===== config.mk =====
export PLATFORM = sky130hd
export DESIGN_NAME = record_unpack
export DESIGN_NICKNAME = d
export VERILOG_FILES = /design/src/rtl/record_unpack.sv
export SDC_FILE = /design/constraint.sdc
export NUM_CORES = 1
export LEC_CHECK = 0
export BUFFER_PORTS_ARGS = -buffer_cell sky130_fd_sc_hd__buf_2
export CAP_MARGIN = 20
export CORE_ASPECT_RATIO = 1.2
export CORE_UTILIZATION = 50
export DETAILED_ROUTE_END_ITERATION = 10
export GPL_TIMING_DRIVEN = 0
export PLACE_DENSITY = 0.7
export SETUP_SLACK_MARGIN = 0.02
export SLEW_MARGIN = 20
export SYNTH_ARGS = -nofsm -noshare
export SYNTH_HDL_FRONTEND = slang
export SYNTH_SLANG_ARGS = --single-unit

===== constraint.sdc =====
create_clock -name clk -period 4 [get_ports clk]
set_clock_uncertainty 0.05 [all_clocks]
set_input_delay 0.2 -clock clk [delete_from_list [all_inputs] [get_ports clk]]
set_output_delay 0.2 -clock clk [all_outputs]
set_load 0.05 [all_outputs]

===== src/rtl/record_unpack.sv =====
// Nibble-serial record deserializer: assembles {kind, y, z, x} MSB-first,
// presents valid records under a valid/ready handshake and drops bad kinds.
module record_unpack #(
  parameter int W = 10
) (
  input  logic         clk,
  input  logic         rst_n,
  input  logic         in_valid,
  output logic         in_ready,
  input  logic [3:0]   in_nib,
  output logic         out_valid,
  input  logic         out_ready,
  output logic [2:0]   out_kind,
  output logic [4:0]   out_y,
  output logic [W-1:0] out_z,
  output logic [W-1:0] out_x,
  output logic         err,
  output logic [7:0]   rec_count
);

  localparam int RW = 8 + 2 * W;
  localparam int N  = RW / 4;
  localparam int CW = $clog2(N);
  localparam logic [CW-1:0] LAST = CW'(N - 1);

  if ((W < 2) || (W > 30) || ((W % 2) != 0)) begin : g_bad_w
    $error("record_unpack: W must be even and within 2..30");
  end

  typedef enum logic {COLLECT = 1'b0, HOLD = 1'b1} state_t;

  state_t          state, state_nxt;
  logic [RW-1:0]   shift_q;
  logic [RW-1:0]   rec_full;
  logic [CW-1:0]   cnt_q;
  logic [2:0]      rec_kind;
  logic            accept;
  logic            last;
  logic            kind_ok;
  logic            unused_top;

  // The final nibble is used live, so the oldest nibble of the register never feeds a field.
  assign rec_full   = {shift_q[RW-5:0], in_nib};
  assign unused_top = ^shift_q[RW-1:RW-4];
  assign rec_kind   = rec_full[RW-1 -: 3];
  assign kind_ok    = (rec_kind >= 3'd5);
  assign accept     = in_valid && in_ready;
  assign last       = accept && (cnt_q == LAST);

  always_ff @(posedge clk or negedge rst_n) begin
    if (!rst_n) state <= COLLECT;
    else        state <= state_nxt;
  end

  always_comb begin
    state_nxt = state;
    case (state)
      COLLECT: if (last && kind_ok) state_nxt = HOLD;
      HOLD:    if (out_ready)       state_nxt = COLLECT;
      default: state_nxt = COLLECT;
    endcase
  end

  always_comb begin
    in_ready  = (state == COLLECT);
    out_valid = (state == HOLD);
  end

  // Datapath: shift register, nibble counter, output fields, err pulse, delivery count.
  always_ff @(posedge clk or negedge rst_n) begin
    if (!rst_n) begin
      shift_q   <= '0;
      cnt_q     <= '0;
      out_kind  <= '0;
      out_y     <= '0;
      out_z     <= '0;
      out_x     <= '0;
      err       <= 1'b0;
      rec_count <= '0;
    end else begin
      err <= last && !kind_ok;
      if (accept) begin
        shift_q <= rec_full;
        cnt_q   <= last ? '0 : cnt_q + CW'(1);
      end
      if (last && kind_ok) begin
        out_kind <= rec_kind;
        out_y    <= rec_full[2*W+4 -: 5];
        out_z    <= rec_full[2*W-1 -: W];
        out_x    <= rec_full[W-1:0];
      end
      if (out_valid && out_ready) rec_count <= rec_count + 8'd1;
    end
  end

endmodule

==> results of run 1 <==
-- state kept, by name (all words and copies together) (netlist names) --
name and count:
rec_count 8, out_valid 1, err 1, out_z 10, cnt_q 3, out_y 5, shift_q 24, out_x 10
out_kind 3
-- per-stage QoR --
stage          std cells  hold slack [ns]  worst slack, ns  util (%)  power [mW]
2_1_floorplan        212           -0.146             2.23         -        1.03
3_3_place_gp         318            0.356             2.16      58.2        1.11
3_5_place_dp         319           0.0253             2.15      58.9        1.12
4_1_cts              334           0.0163             2.13      62.4        1.60
5_1_grt              334           0.0320             2.03      62.4        1.66
6_report             334           0.0276             2.16      62.4        1.58
-- layer usage --
metal | wire [um] | share of wire, % | vias up
met5 | 0 | 0 | -
met4 | 107 | 2.4 | 0
met3 | 224 | 5.1 | 9
met2 | 2040 | 46 | 48
met1 | 2040 | 46 | 813
li1 | - | - | 812
-- what timing repair did --
item | 4_1_cts | 5_1_grt
hold endpoints to repair | 65 | 0
hold buffers | 1 | 0
setup endpoints to repair | 0 | 0
-- layout by cell type (no fill, tap or decap), types with 2 or more instances in the layout --
| cell type | count |
|---|---|
| nand4_1 | 3 |
| inv_1 | 2 |
| nor2_1 | 3 |
| buf_6 | 2 |
| clkbuf_1 | 6 |
| nand3_1 | 3 |
| buf_2 | 48 |
| nor2b_1 | 2 |
| o21ai_0 | 3 |
| mux2_1 | 27 |
| xnor2_1 | 6 |
| nand2_1 | 75 |
| dfrtp_1 | 65 |
| clkbuf_8 | 11 |
| ha_1 | 3 |
-- final timing paths --
| path | from | end | slack, ns | depth (start not counted) |
|---|---|---|---|---|
| worst min register to register | rec_count[7]$_DFFE_PN0P_ | rec_count[7]$_DFFE_PN0P_ | 0.41 | 1 |
| worst min-delay path | in_nib[1] | shift_q[1]$_DFFE_PN0P_ | 0.03 | 3 |
| worst max-delay path | cnt_q[0]$_DFFE_PN0P_ | out_z[2]$_DFFE_PN0P_ | 2.16 | 6 |
| max in group asynchronous | rst_n | rec_count[0]$_DFFE_PN0P_ | 3.18 | 3 |
| worst max register to register | cnt_q[0]$_DFFE_PN0P_ | out_z[2]$_DFFE_PN0P_ | 2.16 | 6 |
| min in group asynchronous | rst_n | out_z[8]$_DFFE_PN0P_ | 0.22 | 2 |
-- critical path: stages, from the launching register on --
cell and delay, ns:
dfrtp_1 0.38, inv_1 0.09, ha_1 0.22, nand4b_4 0.19, nor2_8 0.27, buf_6 0.20
mux2_1 0.33
-- logic make-up after synthesis --
| group | Yosys count | share of synthesized area [%] |
|---|---|---|
| compound gates | 6 | 1.47 |
| simple gates | 93 | 16.3 |
| flops | 65 | 63.8 |
| fa+ha+maj | 3 | 1.47 |
| xor+xnor | 7 | 2.40 |
| buf+inv | 10 | 2.21 |
| mux | 28 | 12.4 |
-- cell type report --
type	count	area share [%]
tap	60	2.45
inverter	2	0.245
timing repair buffer	48	8.83
sequential	65	53.2
buffer	8	1.60
multi-input combinational	137	28.4
clock buffer	14	5.32
-- power breakdown --
| part | internal, mW | switching [mW] | leakage [nW] |
|---|---|---|---|
| clock | 0.253 | 0.219 | 0.0826 |
| combinational | 0.0880 | 0.223 | 0.815 |
| sequential | 0.739 | 0.0557 | 0.871 |
==> results.md, run 1 <==
* Top FF cell, synth: dfrtp_1
* PortBufs at between 40 and 50
* Vias at roughly 1700
* Clock Path Buffers at 2
* Multi-input logic area at 868 sq um
* Die span in x at between 60 and 70 um
* Starting Density at about 52%
* Net count, final at approximately 280
* GRT Max-Usage Layer: met2
* Synth unique cells at 26
* # DRC at 0
* Hold Path Class: in -> reg
* Final setup viols at 0
* Crit path required time at 4.16 ns
* All-Layer GR Usage at 19.2%
* Slew HR at around 67%
* CTS tree: yes
* Share of cells above drive strength 1 at 24.8%
* H-tree depth at 3
* Status: complete, no violations
* Sequential Area at roughly 1600 sq um
* Initial antenna violation count at 0
* EDFF count, synth at 0
* GRT Residual Overflow at 0
* Setup bufs post-CTS at 0
* Worst skew pair latency at roughly 0.33 ns
* RePlAce Congestion at roughly 0.67
* Final Max Slew Viols at 0
* Cell taking the most area after synthesis: dfrtp_1
* Worst Setup Path Type: reg -> reg
* Dpl hpwl at between 2000 and 3000 um
* Area grow syn2layout at 19.9%
* Drt total wl at 4420 um
* Actual slew at the worst max-slew pin at 0.492 ns
* GR Layer Usage met2 at 27.6%
* 1st-iter DRT viols at 49
* Die height at between 80 and 90 um
* Mapped Cells at 212
* Top-area cell type share of the netlist area at roughly 64%
* Pwr/cell area at ~520 nW/um^2
* Critical path fanouts, max at 10
* Die area at around 5400 sq um
* Crit. End Element: flop
* Post-synthesis sequential area ratio at 63.8%
* Vias in the first global route at approximately 1600
* Cts bufs inserted at 9
* Setup TNS Final at 0 ns
* Antenna Nets Post-Route at 0
* Pleak at between 1.5 and 2 nW
* Achievable clock frequency at about 540 MHz
* Hold Fails Final Rpt at 0
* Number of detailed-route iterations in the first pass at 4
* Vias per std cell at between 5 and 6
* CP Data Arrival Time at approximately 2 ns
* Met1 Resource Use GR at between 20% and 30%
* Syn avg cell area at ~12 sq um
* DR WL/cell at roughly 13 um
* Clock root cell: clkbuf_8
* Max IR drop VDD at around 280 uV
* # rows at 28
* Cell area after synthesis at between 2000 and 3000 sq um
* Period utilization at 46.0%
* Synth area leaders: dfrtp_1 (64%), mux2_1 (12%), nand2_1 (11%), xnor2_1 (2.1%), ha_1 (1.5%)
* Final Cell Area at 3060 sq um
* Synth async-reset ratio at 100%
* Post-placement cell area at 2890 sq um
* Post-CTS Resized at 0
* Count leader, synth: nand2_1
* First-pass GRT wire length at roughly 7300 um
* Largest net degree at the start of global routing at 52
* Ant. Diodes at 0
* GR Util met3 at under 10%
* Warnings, synthesis at 0
* # IOs at between 40 and 50
* CTS clk-pin slew, worst paths at around 0.060 ns
* Max cap viols at 0
* Register bit total from synthesis at 65
* CP startpoint kind: flop
* Fillcell total at between 400 and 500
* Clock sink count at 65
* Commonest cells in the netlist: nand2_1 (75), dfrtp_1 (65), mux2_1 (27)
* Core ar. at 4900 sq um
* RSZ-0062 raised after global routing: no
* Min cycle time layout at between 1.5 and 2 ns
* Post-synth net total at between 200 and 250
No activity file was read; power rests on OpenSTA's default activity.
==> run 2, diff against run 1 <==
==> constraint.sdc (replaced) <==
create_clock -name clk -period 1.9 [get_ports clk]
set_clock_uncertainty 0.05 [all_clocks]
set_input_delay 0.095 -clock clk [delete_from_list [all_inputs] [get_ports clk]]
set_output_delay 0.095 -clock clk [all_outputs]
set_load 0.05 [all_outputs]
==> run 2 against run 1 <==
  * First-iteration DRC count is 2.0% lower
  * Sequential share of layout area down 1.2 points
  * Largest power group unchanged
  * Total power increased by 110%
  * Largest cell class unchanged
==> results.md, run 2 (synthesized netlist as in run 1, its figures left out) <==
* Most frequent cells in the layout: nand2_1 (75), dfrtp_1 (65), buf_2 (48), mux2_1 (27), clkbuf_8 (11)
* Crit path required time at around 2.1 ns
* Final Cell Area at 3130 sq um
* Clock sink count at 65
* R2R cell count at 6
* Max reg flops at 24
* Worst skew pair latency at 0.33 ns
* Actual slew at the worst max-slew pin at ~0.50 ns
* Ant. Diodes at 0
* Pleak at roughly 1.8 nW
* Die height at between 80 and 90 um
* # IOs at 47
* Largest net degree at the start of global routing at 52
* Hold slack at between 0.08 and 0.09 ns
* CP startpoint kind: flop
* Status: complete, no violations
* All-Layer GR Usage at around a fifth
* Clock Path Buffers at 2
* 1st-iter DRT viols at 48
* Clock group share of total power at about 30%
* Period utilization at 90.2%
* Vias in the first global route at about 1600
* Multi-input logic area at roughly 870 sq um
* Die area at 5390 sq um
* Max IR drop VDD at 592 uV
* Vias per std cell at roughly 5.0
* Reg-to-reg critical path endpoint: out_z[2]$_DFFE_PN0P_
* Antenna Nets Post-Route at 0
* Pwr/cell area at 1070 nW/um^2
* Sw Pwr at approximately 1.1 mW
* Final Max Slew Viols at 0
* Setup TNS Final at 0 ns
* Post-placement cell area at a little under 3000 sq um
* Hold Path End: err$_DFF_PN0_
* Clock root cell: clkbuf_8
* Internal Power at about 2.3 mW
* Hold Fails Final Rpt at 0
* Sw frac at between 30% and 40%
* Biggest register: shift_q
* Area grow syn2layout at 22.8%
* Starting Density at a little over half
* Final setup viols at 0
* Cts bufs inserted at 9
* R2R Path Start: cnt_q[0]$_DFFE_PN0P_
* GRT Residual Overflow at 0
* Worst Hold Launch: in_valid
* RePlAce Congestion at between 0.6 and 0.7
* Min cycle time layout at approximately 1.7 ns
* Max cap viols at 0
* First-pass GRT wire length at about 7400 um
* Crit. End Element: flop
* Dpl hpwl at just under 3000 um
* CP Data Arrival Time at 1.88 ns
* Drt total wl at around 4500 um
* Gate power share at ~20%
* H-tree depth at 3
* Die span in x at ~67 um
* Post-CTS Resized at 0
* # DRC at 0
* PortBufs at 46
* Flop2flop setup slack at roughly 0.19 ns
* Post-Route Utilization at 63.9%
* Worst Setup Path Type: reg -> reg
* Hold-critical path depth at 3
* Share of cells above drive strength 1 at around a quarter
* Achievable clock frequency at approximately 600 MHz
* Fillcell total at approximately 400
* DR WL/cell at ~13 um
* Slew HR at about 67%
* CTS clk-pin slew, worst paths at roughly 0.060 ns
* Core ar. at slightly below 5000 sq um
* RSZ-0062 raised after global routing: no
* Commonest non-fill, non-tap cell in the layout: nand2_1
* # rows at 28
* Initial antenna violation count at 0
* CTS tree: yes
* Critical path fanouts, max at 10
* Vias at between 1500 and 2000
* Number of detailed-route iterations in the first pass at 4
* Seq pwr share at between 50% and 60%
* Net count, final at 290
* Largest regs: shift_q x24, out_x x10, out_z x10
* Sequential Area at around 1600 sq um
* Hold Path Class: in -> reg
## run 2: changes by cell type in the layout (fill, tap and decap cells not counted)
cell	before	now
dlygate4sd3_1	1	6
buf_4	1	4
## run 2: power by group through the flow
stage	registers [mW]	clock network, mW	logic (mW)
2_1_floorplan	1.96	0	0.206
3_3_place_gp	1.70	0	0.637
3_5_place_dp	1.70	0	0.659
4_1_cts	1.68	1.03	0.671
5_1_grt	1.70	1.08	0.718
6_report	1.67	0.999	0.664
## run 2: critical path, cell delays in order (launching register included)
cell      delay (ns)
dfrtp_1         0.38
inv_1           0.09
ha_1            0.22
nand4b_4        0.18
nor2_8          0.16
buf_6           0.18
mux2_1          0.33
## run 2: timing repair
action | 4_1_cts | 5_1_grt
setup endpoints to repair | 0 | 19
buffers inserted | 0 | 3
hold buffers | 6 | 0
endpoints found under the hold margin | 74 | 0
## run 2: worst max-delay path by stage
stage                               from                    to  slack, ns  depth (start not counted)
floorplan            out_valid$_DFF_PN0_  out_x[5]$_DFFE_PN0P_       0.13                          4
finish              cnt_q[0]$_DFFE_PN0P_  out_z[2]$_DFFE_PN0P_       0.19                          6
global route        cnt_q[0]$_DFFE_PN0P_  out_y[1]$_DFFE_PN0P_       0.08                          6
global placement    cnt_q[0]$_DFFE_PN0P_  out_z[0]$_DFFE_PN0P_       0.06                          6
CTS                 cnt_q[0]$_DFFE_PN0P_  out_z[2]$_DFFE_PN0P_       0.03                          6
detailed placement  cnt_q[0]$_DFFE_PN0P_  out_z[2]$_DFFE_PN0P_       0.05                          6
## run 2: metrics by stage
stage	instances	worst slack, ns	total power [mW]
final	342	0.187	3.34
after CTS	339	0.0326	3.38
after global routing	342	0.0792	3.50
after floorplan	212	0.129	2.16
after global placement	318	0.0637	2.33
after detailed placement	319	0.0489	2.36
## run 2: cell type report
cell class	count	share of cell area [%]
flip-flops and latches	65	51.9
multi-input cells	137	27.7
repair buffers	56	10.9
clock buffers	14	5.19
well taps	60	2.40
plain buffers	8	1.56
inverters	2	0.240
## run 2: per-layer routing
layer / global-route usage (%) / share of wire [%] / wire, um / vias up
met5: 0 / 0 / 0 / -
met4: 12.8 / 2.9 / 130 / 0
met3: 5.54 / 5.1 / 227 / 11
met2: 28.2 / 46 / 2060 / 48
met1: 24.8 / 46 / 2060 / 820
li1: - / - / - / 827
